[src/rtl/gmii_burst_gen_if.sv]
// Control and GMII transmit bundle for gmii_burst_gen.
// master: generator side; slave: controller / GMII consumer side.
interface gmii_burst_gen_if #(
    parameter int unsigned LEN_W = 12,
    parameter int unsigned CNT_W = 8
);
    logic             start;
    logic [CNT_W-1:0] num_frames;
    logic [LEN_W-1:0] frame_len;
    logic [7:0]       ipg_len;
    logic [7:0]       seed;
    logic             err_en;
    logic [LEN_W-1:0] err_idx;
    logic [7:0]       TXD;
    logic             TX_EN;
    logic             TX_ER;
    logic             busy;
    logic             done;
    logic [CNT_W-1:0] frame_cnt;

    modport master (
        input  start, num_frames, frame_len, ipg_len, seed, err_en, err_idx,
        output TXD, TX_EN, TX_ER, busy, done, frame_cnt
    );

    modport slave (
        output start, num_frames, frame_len, ipg_len, seed, err_en, err_idx,
        input  TXD, TX_EN, TX_ER, busy, done, frame_cnt
    );
endinterface

[src/rtl/gmii_burst_gen.sv]
// GMII burst source: N frames of preamble, SFD, counting payload, then IPG.
// Optional TX_ER injection on one payload index when GMII_GEN_ERR_INJECT_EN is defined.
module gmii_burst_gen #(
    parameter int unsigned LEN_W   = 12,
    parameter int unsigned CNT_W   = 8,
    parameter int unsigned PRE_LEN = 7,
    parameter int unsigned MIN_LEN = 1,
    parameter int unsigned IPG_MIN = 12
) (
    input logic              GTX_CLK,
    input logic              RESET,
    gmii_burst_gen_if.master bus
);

    localparam logic [7:0] PRE_BYTE = 8'h55;
    localparam logic [7:0] SFD_BYTE = 8'hD5;

    typedef enum logic [2:0] {
        ST_IDLE,
        ST_PRE,
        ST_SFD,
        ST_DATA,
        ST_IPG,
        ST_FIN
    } state_e;

    state_e           state_q;
    logic [LEN_W-1:0] idx_q;
    logic [7:0]       gap_q;
    logic [LEN_W-1:0] len_q;
    logic [7:0]       ipg_q;
    logic [CNT_W-1:0] nf_q;
    logic [7:0]       fseed_q;
    logic [7:0]       txd_q;
    logic             tx_en_q;
    logic             tx_er_q;
    logic             busy_q;
    logic             done_q;
    logic [CNT_W-1:0] frame_cnt_q;

    logic [LEN_W-1:0] len_d;
    logic [7:0]       ipg_d;
    logic [LEN_W-1:0] idx_inc_c;
    logic             pre_last_c;
    logic             data_last_c;
    logic             gap_last_c;
    logic             er_first_c;
    logic             er_next_c;

    // Clamped burst configuration and per-state terminal counts.
    assign len_d       = (bus.frame_len < LEN_W'(MIN_LEN)) ? LEN_W'(MIN_LEN) : bus.frame_len;
    assign ipg_d       = (bus.ipg_len < 8'(IPG_MIN)) ? 8'(IPG_MIN) : bus.ipg_len;
    assign idx_inc_c   = idx_q + LEN_W'(1);
    assign pre_last_c  = (idx_q == LEN_W'(PRE_LEN - 1));
    assign data_last_c = (idx_q == (len_q - LEN_W'(1)));
    assign gap_last_c  = (gap_q == (ipg_q - 8'd1));

`ifdef GMII_GEN_ERR_INJECT_EN
    logic             err_en_q;
    logic [LEN_W-1:0] err_idx_q;

    // Indices only reach L-1, so err_idx >= L never matches.
    assign er_first_c = err_en_q && (err_idx_q == '0);
    assign er_next_c  = err_en_q && (err_idx_q == idx_inc_c);

    always_ff @(posedge GTX_CLK) begin
        if (RESET) begin
            err_en_q  <= 1'b0;
            err_idx_q <= '0;
        end else if ((state_q == ST_IDLE) && bus.start) begin
            err_en_q  <= bus.err_en;
            err_idx_q <= bus.err_idx;
        end
    end
`else
    logic unused_err;

    assign er_first_c = 1'b0;
    assign er_next_c  = 1'b0;
    assign unused_err = ^{bus.err_en, bus.err_idx};
`endif

    // Outputs are loaded together with the state they belong to.
    always_ff @(posedge GTX_CLK) begin
        if (RESET) begin
            state_q     <= ST_IDLE;
            idx_q       <= '0;
            gap_q       <= '0;
            len_q       <= LEN_W'(MIN_LEN);
            ipg_q       <= 8'(IPG_MIN);
            nf_q        <= '0;
            fseed_q     <= '0;
            txd_q       <= '0;
            tx_en_q     <= 1'b0;
            tx_er_q     <= 1'b0;
            busy_q      <= 1'b0;
            done_q      <= 1'b0;
            frame_cnt_q <= '0;
        end else begin
            done_q <= 1'b0;
            case (state_q)
                ST_IDLE: begin
                    if (bus.start) begin
                        nf_q        <= bus.num_frames;
                        len_q       <= len_d;
                        ipg_q       <= ipg_d;
                        fseed_q     <= bus.seed;
                        frame_cnt_q <= '0;
                        if (bus.num_frames != '0) begin
                            state_q <= ST_PRE;
                            idx_q   <= '0;
                            tx_en_q <= 1'b1;
                            txd_q   <= PRE_BYTE;
                            busy_q  <= 1'b1;
                        end else begin
                            state_q <= ST_FIN;
                            done_q  <= 1'b1;
                        end
                    end
                end
                ST_PRE: begin
                    if (pre_last_c) begin
                        state_q <= ST_SFD;
                        txd_q   <= SFD_BYTE;
                    end else begin
                        idx_q <= idx_inc_c;
                    end
                end
                ST_SFD: begin
                    state_q <= ST_DATA;
                    idx_q   <= '0;
                    txd_q   <= fseed_q;
                    tx_er_q <= er_first_c;
                end
                ST_DATA: begin
                    if (data_last_c) begin
                        state_q     <= ST_IPG;
                        gap_q       <= '0;
                        tx_en_q     <= 1'b0;
                        tx_er_q     <= 1'b0;
                        txd_q       <= '0;
                        frame_cnt_q <= frame_cnt_q + CNT_W'(1);
                        fseed_q     <= fseed_q + 8'd1;
                    end else begin
                        idx_q   <= idx_inc_c;
                        txd_q   <= fseed_q + 8'(idx_inc_c);
                        tx_er_q <= er_next_c;
                    end
                end
                ST_IPG: begin
                    if (gap_last_c) begin
                        if (frame_cnt_q == nf_q) begin
                            state_q <= ST_FIN;
                            busy_q  <= 1'b0;
                            done_q  <= 1'b1;
                        end else begin
                            state_q <= ST_PRE;
                            idx_q   <= '0;
                            tx_en_q <= 1'b1;
                            txd_q   <= PRE_BYTE;
                        end
                    end else begin
                        gap_q <= gap_q + 8'd1;
                    end
                end
                ST_FIN: begin
                    state_q <= ST_IDLE;
                end
                default: begin
                    state_q <= ST_IDLE;
                    tx_en_q <= 1'b0;
                    tx_er_q <= 1'b0;
                    txd_q   <= '0;
                    busy_q  <= 1'b0;
                end
            endcase
        end
    end

    assign bus.TXD       = txd_q;
    assign bus.TX_EN     = tx_en_q;
    assign bus.TX_ER     = tx_er_q;
    assign bus.busy      = busy_q;
    assign bus.done      = done_q;
    assign bus.frame_cnt = frame_cnt_q;

endmodule
[src/flat_wrapper.sv]
// flat-port wrapper written by rule: the top's interface ports become plain ports
module gmii_burst_gen_flat 
#(
    parameter int unsigned LEN_W   = 12,
    parameter int unsigned CNT_W   = 8,
    parameter int unsigned PRE_LEN = 7,
    parameter int unsigned MIN_LEN = 1,
    parameter int unsigned IPG_MIN = 12
)
  (GTX_CLK, RESET, bus_start, bus_num_frames, bus_frame_len, bus_ipg_len, bus_seed, bus_err_en, bus_err_idx, bus_TXD, bus_TX_EN, bus_TX_ER, bus_busy, bus_done, bus_frame_cnt);
  gmii_burst_gen_if #(.LEN_W(LEN_W), .CNT_W(CNT_W)) bus_i ();
  input logic GTX_CLK;
  input logic RESET;
  input wire logic [$bits(bus_i.start)-1:0] bus_start;
  input wire logic [$bits(bus_i.num_frames)-1:0] bus_num_frames;
  input wire logic [$bits(bus_i.frame_len)-1:0] bus_frame_len;
  input wire logic [$bits(bus_i.ipg_len)-1:0] bus_ipg_len;
  input wire logic [$bits(bus_i.seed)-1:0] bus_seed;
  input wire logic [$bits(bus_i.err_en)-1:0] bus_err_en;
  input wire logic [$bits(bus_i.err_idx)-1:0] bus_err_idx;
  output wire logic [$bits(bus_i.TXD)-1:0] bus_TXD;
  output wire logic [$bits(bus_i.TX_EN)-1:0] bus_TX_EN;
  output wire logic [$bits(bus_i.TX_ER)-1:0] bus_TX_ER;
  output wire logic [$bits(bus_i.busy)-1:0] bus_busy;
  output wire logic [$bits(bus_i.done)-1:0] bus_done;
  output wire logic [$bits(bus_i.frame_cnt)-1:0] bus_frame_cnt;
  assign bus_i.start = bus_start;
  assign bus_i.num_frames = bus_num_frames;
  assign bus_i.frame_len = bus_frame_len;
  assign bus_i.ipg_len = bus_ipg_len;
  assign bus_i.seed = bus_seed;
  assign bus_i.err_en = bus_err_en;
  assign bus_i.err_idx = bus_err_idx;
  assign bus_TXD = bus_i.TXD;
  assign bus_TX_EN = bus_i.TX_EN;
  assign bus_TX_ER = bus_i.TX_ER;
  assign bus_busy = bus_i.busy;
  assign bus_done = bus_i.done;
  assign bus_frame_cnt = bus_i.frame_cnt;
  gmii_burst_gen #(.LEN_W(LEN_W), .CNT_W(CNT_W), .PRE_LEN(PRE_LEN), .MIN_LEN(MIN_LEN), .IPG_MIN(IPG_MIN)) u_core (.GTX_CLK(GTX_CLK), .RESET(RESET), .bus(bus_i));
endmodule
[config.mk]
export PLATFORM = sky130hd
export DESIGN_NAME = gmii_burst_gen_flat
export DESIGN_NICKNAME = d
export VERILOG_FILES = /design/src/rtl/gmii_burst_gen_if.sv /design/src/rtl/gmii_burst_gen.sv /design/src/flat_wrapper.sv
export SDC_FILE = /design/constraint.sdc
export NUM_CORES = 1
export LEC_CHECK = 0
export ABC_AREA = 1
export BUFFER_PORTS_ARGS = -buffer_cell sky130_fd_sc_hd__clkbuf_2
export CAP_MARGIN = 0
export CORE_MARGIN = 5
export CORE_UTILIZATION = 30
export CTS_CLUSTER_DIAMETER = 50
export DETAILED_ROUTE_END_ITERATION = 12
export GPL_TIMING_DRIVEN = 0
export SLEW_MARGIN = 20
export SYNTH_ARGS = -nofsm -noshare
export SYNTH_HDL_FRONTEND = slang
export SYNTH_SLANG_ARGS = --single-unit
[constraint.sdc]
create_clock -name GTX_CLK -period 2.8 [get_ports GTX_CLK]
set_input_delay 0.84 -clock GTX_CLK [delete_from_list [all_inputs] [get_ports GTX_CLK]]
set_output_delay 0.84 -clock GTX_CLK [all_outputs]
set_load 0.02 [all_outputs]
==> flow_metrics.tcl <==
set metrics [dict create \
    status "finished, final reports clean" \
    ys_seq_area_share_pct 29.8 \
    hold_class "register to register" \
    startpoint_type "register" \
    crit_chain "inv_1, nor3_4, xor2_1, inv_1, ha_1, nand2_1, o21ai_1, nand2_1, nand2_1, nand2_1, nand2_1, xor2_1, nand3_1, nand2_1, nand2_1, a21oi_1" \
    tns_ns 0 \
    crit_family "simple AND/OR/NAND/NOR gates" \
    maxCapViolations 0 \
    ctsResizeCount 1 \
    core_area_mm2 0.0172 \
    drv_slew 0 \
    ys_warn_count 0 \
    final_cell_area_mm2 0.00611 \
    grt.total_usage_pct 15.3 \
    cp-end-kind "register" \
    overflow 0 \
    nets 961 \
    layout-drive-gt1-share_pct 12.6 \
    wire_per_inst_um 13.1 \
    htree_levels 3 \
    n_antenna_cell 0 \
    crit_top_cell "nand2_1" \
    post-place-ws_ns -0.0686 \
    postRouteAntennaNets 0 \
    min_period_over_period_pct 90.6 \
    crit_required_ns 3.08 \
    dp_hpwl_mm 11.4 \
    path_clk_slew_ns 0.06 \
    drtIter0Drc 351 \
    slew_headroom_pct 51.9 \
    ys_seq_elements 78 \
    die-area_mm2 0.0202 \
    avgSynthCellArea_um2 6.33 \
    vdd_drop_max_mv 0.328 \
    grt_pass1_wl_mm 24.6 \
    rsz0062_at_grt "true" \
    slowest_stage "dfxtp_1" \
    placed_area_mm2 0.00580 \
    fmax_ghz 0.394 \
    area_growth_pct 16.7 \
    power_density_mw_per_mm2 888 \
    tritoncts "built" \
    min_period_ns 2.54 \
    synth_area_mm2 0.00524 \
    synth-main-ff-cell "dfxtp_1" \
    grt_max_degree 13 \
    hold_viol 0 \
    synth-edff-count 0 \
    totalWireLength_mm 14.8 \
    std_cell_rows 48 \
    firstDrtPassIters 5 \
    top_level_ports 72 \
    worstSkewPairLatency_ns 0.35 \
    setup_viol_count_final 0 \
    die_w_um 142 \
    crit_type "register to register" \
    clkSinkCount 78 \
    drc 0 \
    die_h_um 142 \
    synthArstFlopShare_pct 0 \
    leakagePower_nw 2.91 \
    netlist_instances 827 \
    numCtsBuffers 9 \
    post_drt_via_cell_ratio 4.65 \
    fin_util_pct 35.4 \
    initial_utilization_pct 30.4 \
    first_global_vias 5030 \
    cts_setup_buffers 0 \
    path_max_fanout 5 \
    antenna_found_initial 0 \
    cts_root_buffer "clkbuf_16" \
    tightest_slew_ns 0.721 \
    finalWorstSetupSlack_ns 0.263 \
    worst_clock_skew_ns 0.0132 \
    synth_cell_type_count 44 \
    arrival_ns 2.82 \
    clock_path_buffers 2 \
    placement.io_buffers 56 \
    vias 5229 \
    hold_buffers 0 \
    cp_num_buf_inv 2 \
    syn-num-nets 894 \
    critPathMaxStageDelay_ns 0.45 \
    hold-worst-slack_ns 0.463 \
    place_congestion 0.866 \
]
==> sequential cells by signal (all words and copies together), names as in the netlist <==
name	cells
u_core.len_q	12
u_core.ipg_q	8
u_core.bus.TX_EN	1
u_core.bus.done	1
u_core.bus.frame_cnt	8
u_core.state_q	3
u_core.nf_q	8
u_core.bus.busy	1
u_core.fseed_q	8
u_core.idx_q	12
u_core.bus.TXD	8
u_core.gap_q	8
==> path summary, 6_finish.rpt <==
check	startpoint	endpoint	slack, ns	cells after the start
worst max-delay path	u_core.idx_q[2]	u_core.bus.TXD[6]	0.26	16
worst min-delay path	u_core.ipg_q[7]	u_core.ipg_q[7]	0.46	2
worst max register to register	u_core.idx_q[2]	u_core.bus.TXD[6]	0.26	16
worst min register to register	u_core.ipg_q[7]	u_core.ipg_q[7]	0.46	2
==> per-stage QoR <==
| step | std cells | power, W |
|---|---|---|
| after global placement | 1108 | 0.00421 |
| after floorplan | 827 | 0.00358 |
| after detailed placement | 1108 | 0.00423 |
| after global routing | 1124 | 0.00590 |
| after CTS | 1124 | 0.00545 |
| final | 1124 | 0.00542 |
==> cell type report <==
class / instances / area [um2]
clock buffer: 13 / 250
buffer: 20 / 120
multi-input combinational: 627 / 3190
fill: 1889 / 11100
timing repair buffer: 56 / 280
inverter: 102 / 383
sequential: 78 / 1560
tap: 225 / 282
clock inverter: 3 / 43.8
==> worst min-delay path, stage by stage, from the launching register on <==
cell and delay, ns:
dfxtp_1 0.32, nand2_1 0.06, nand2_1 0.04
==> metal layers <==
layer / routed length, um / track usage [%]
met4: 246 / 5.35
met5: 0 / 0
met2: 6630 / 24.9
met1: 7270 / 20.3
met3: 623 / 2.99
==> cells by family (layout without fill, tap and decap cells) <==
kind of cell	count (synthesis)	in the layout	synth area share (%)
fa+ha+maj	15	15	3.73
flops	78	78	29.8
simple gates	474	474	39.6
other cells	1	1	0.0716
buf+inv	122	194	9.61
compound gates	95	95	9.96
xor+xnor	42	42	7.17
==> cells in the final DEF, fill, tap and decap left out, types with 3 or more instances in the layout <==
cell type	netlist	routed
nor3_1	13	12
dfxtp_1	78	76
nor2_2	9	10
inv_1	97	97
nand3b_1	4	4
nor4_1	5	5
xnor2_1	13	13
and2_1	3	3
nand2_4	5	5
o21ai_1	2	3
nand3_1	68	68
inv_2	5	5
o21bai_1	3	3
ha_1	14	14
clkbuf_16	0	9
xor2_1	28	28
nand4_1	11	11
o21ai_0	36	35
nor2_1	101	100
a22o_1	3	3
nand2_1	244	244
buf_2	3	3
a21oi_1	39	39
buf_6	5	5
o22ai_1	3	3
clkbuf_2	0	56
clkbuf_1	11	14
==> cells in the mapped netlist, types with 13 or more instances <==
master,n,area share (%)
nand2_1,244,17
nor3_1,13,1.2
inv_1,97,7.0
nand3_1,68,6.5
nor2_1,101,7.2
xnor2_1,13,2.2
xor2_1,28,4.7
o21ai_0,36,3.4
a21oi_1,39,3.7
ha_1,14,3.3
dfxtp_1,78,30
==> report_power, final <==
group	switching (W)	total [W]	internal [W]
clock network	0.000476	0.00119	0.000716
registers	0.000260	0.00161	0.00135
logic	0.00170	0.00262	0.000923
total	0.00243	0.00542	0.00299
No activity file was read; power rests on OpenSTA's default activity.
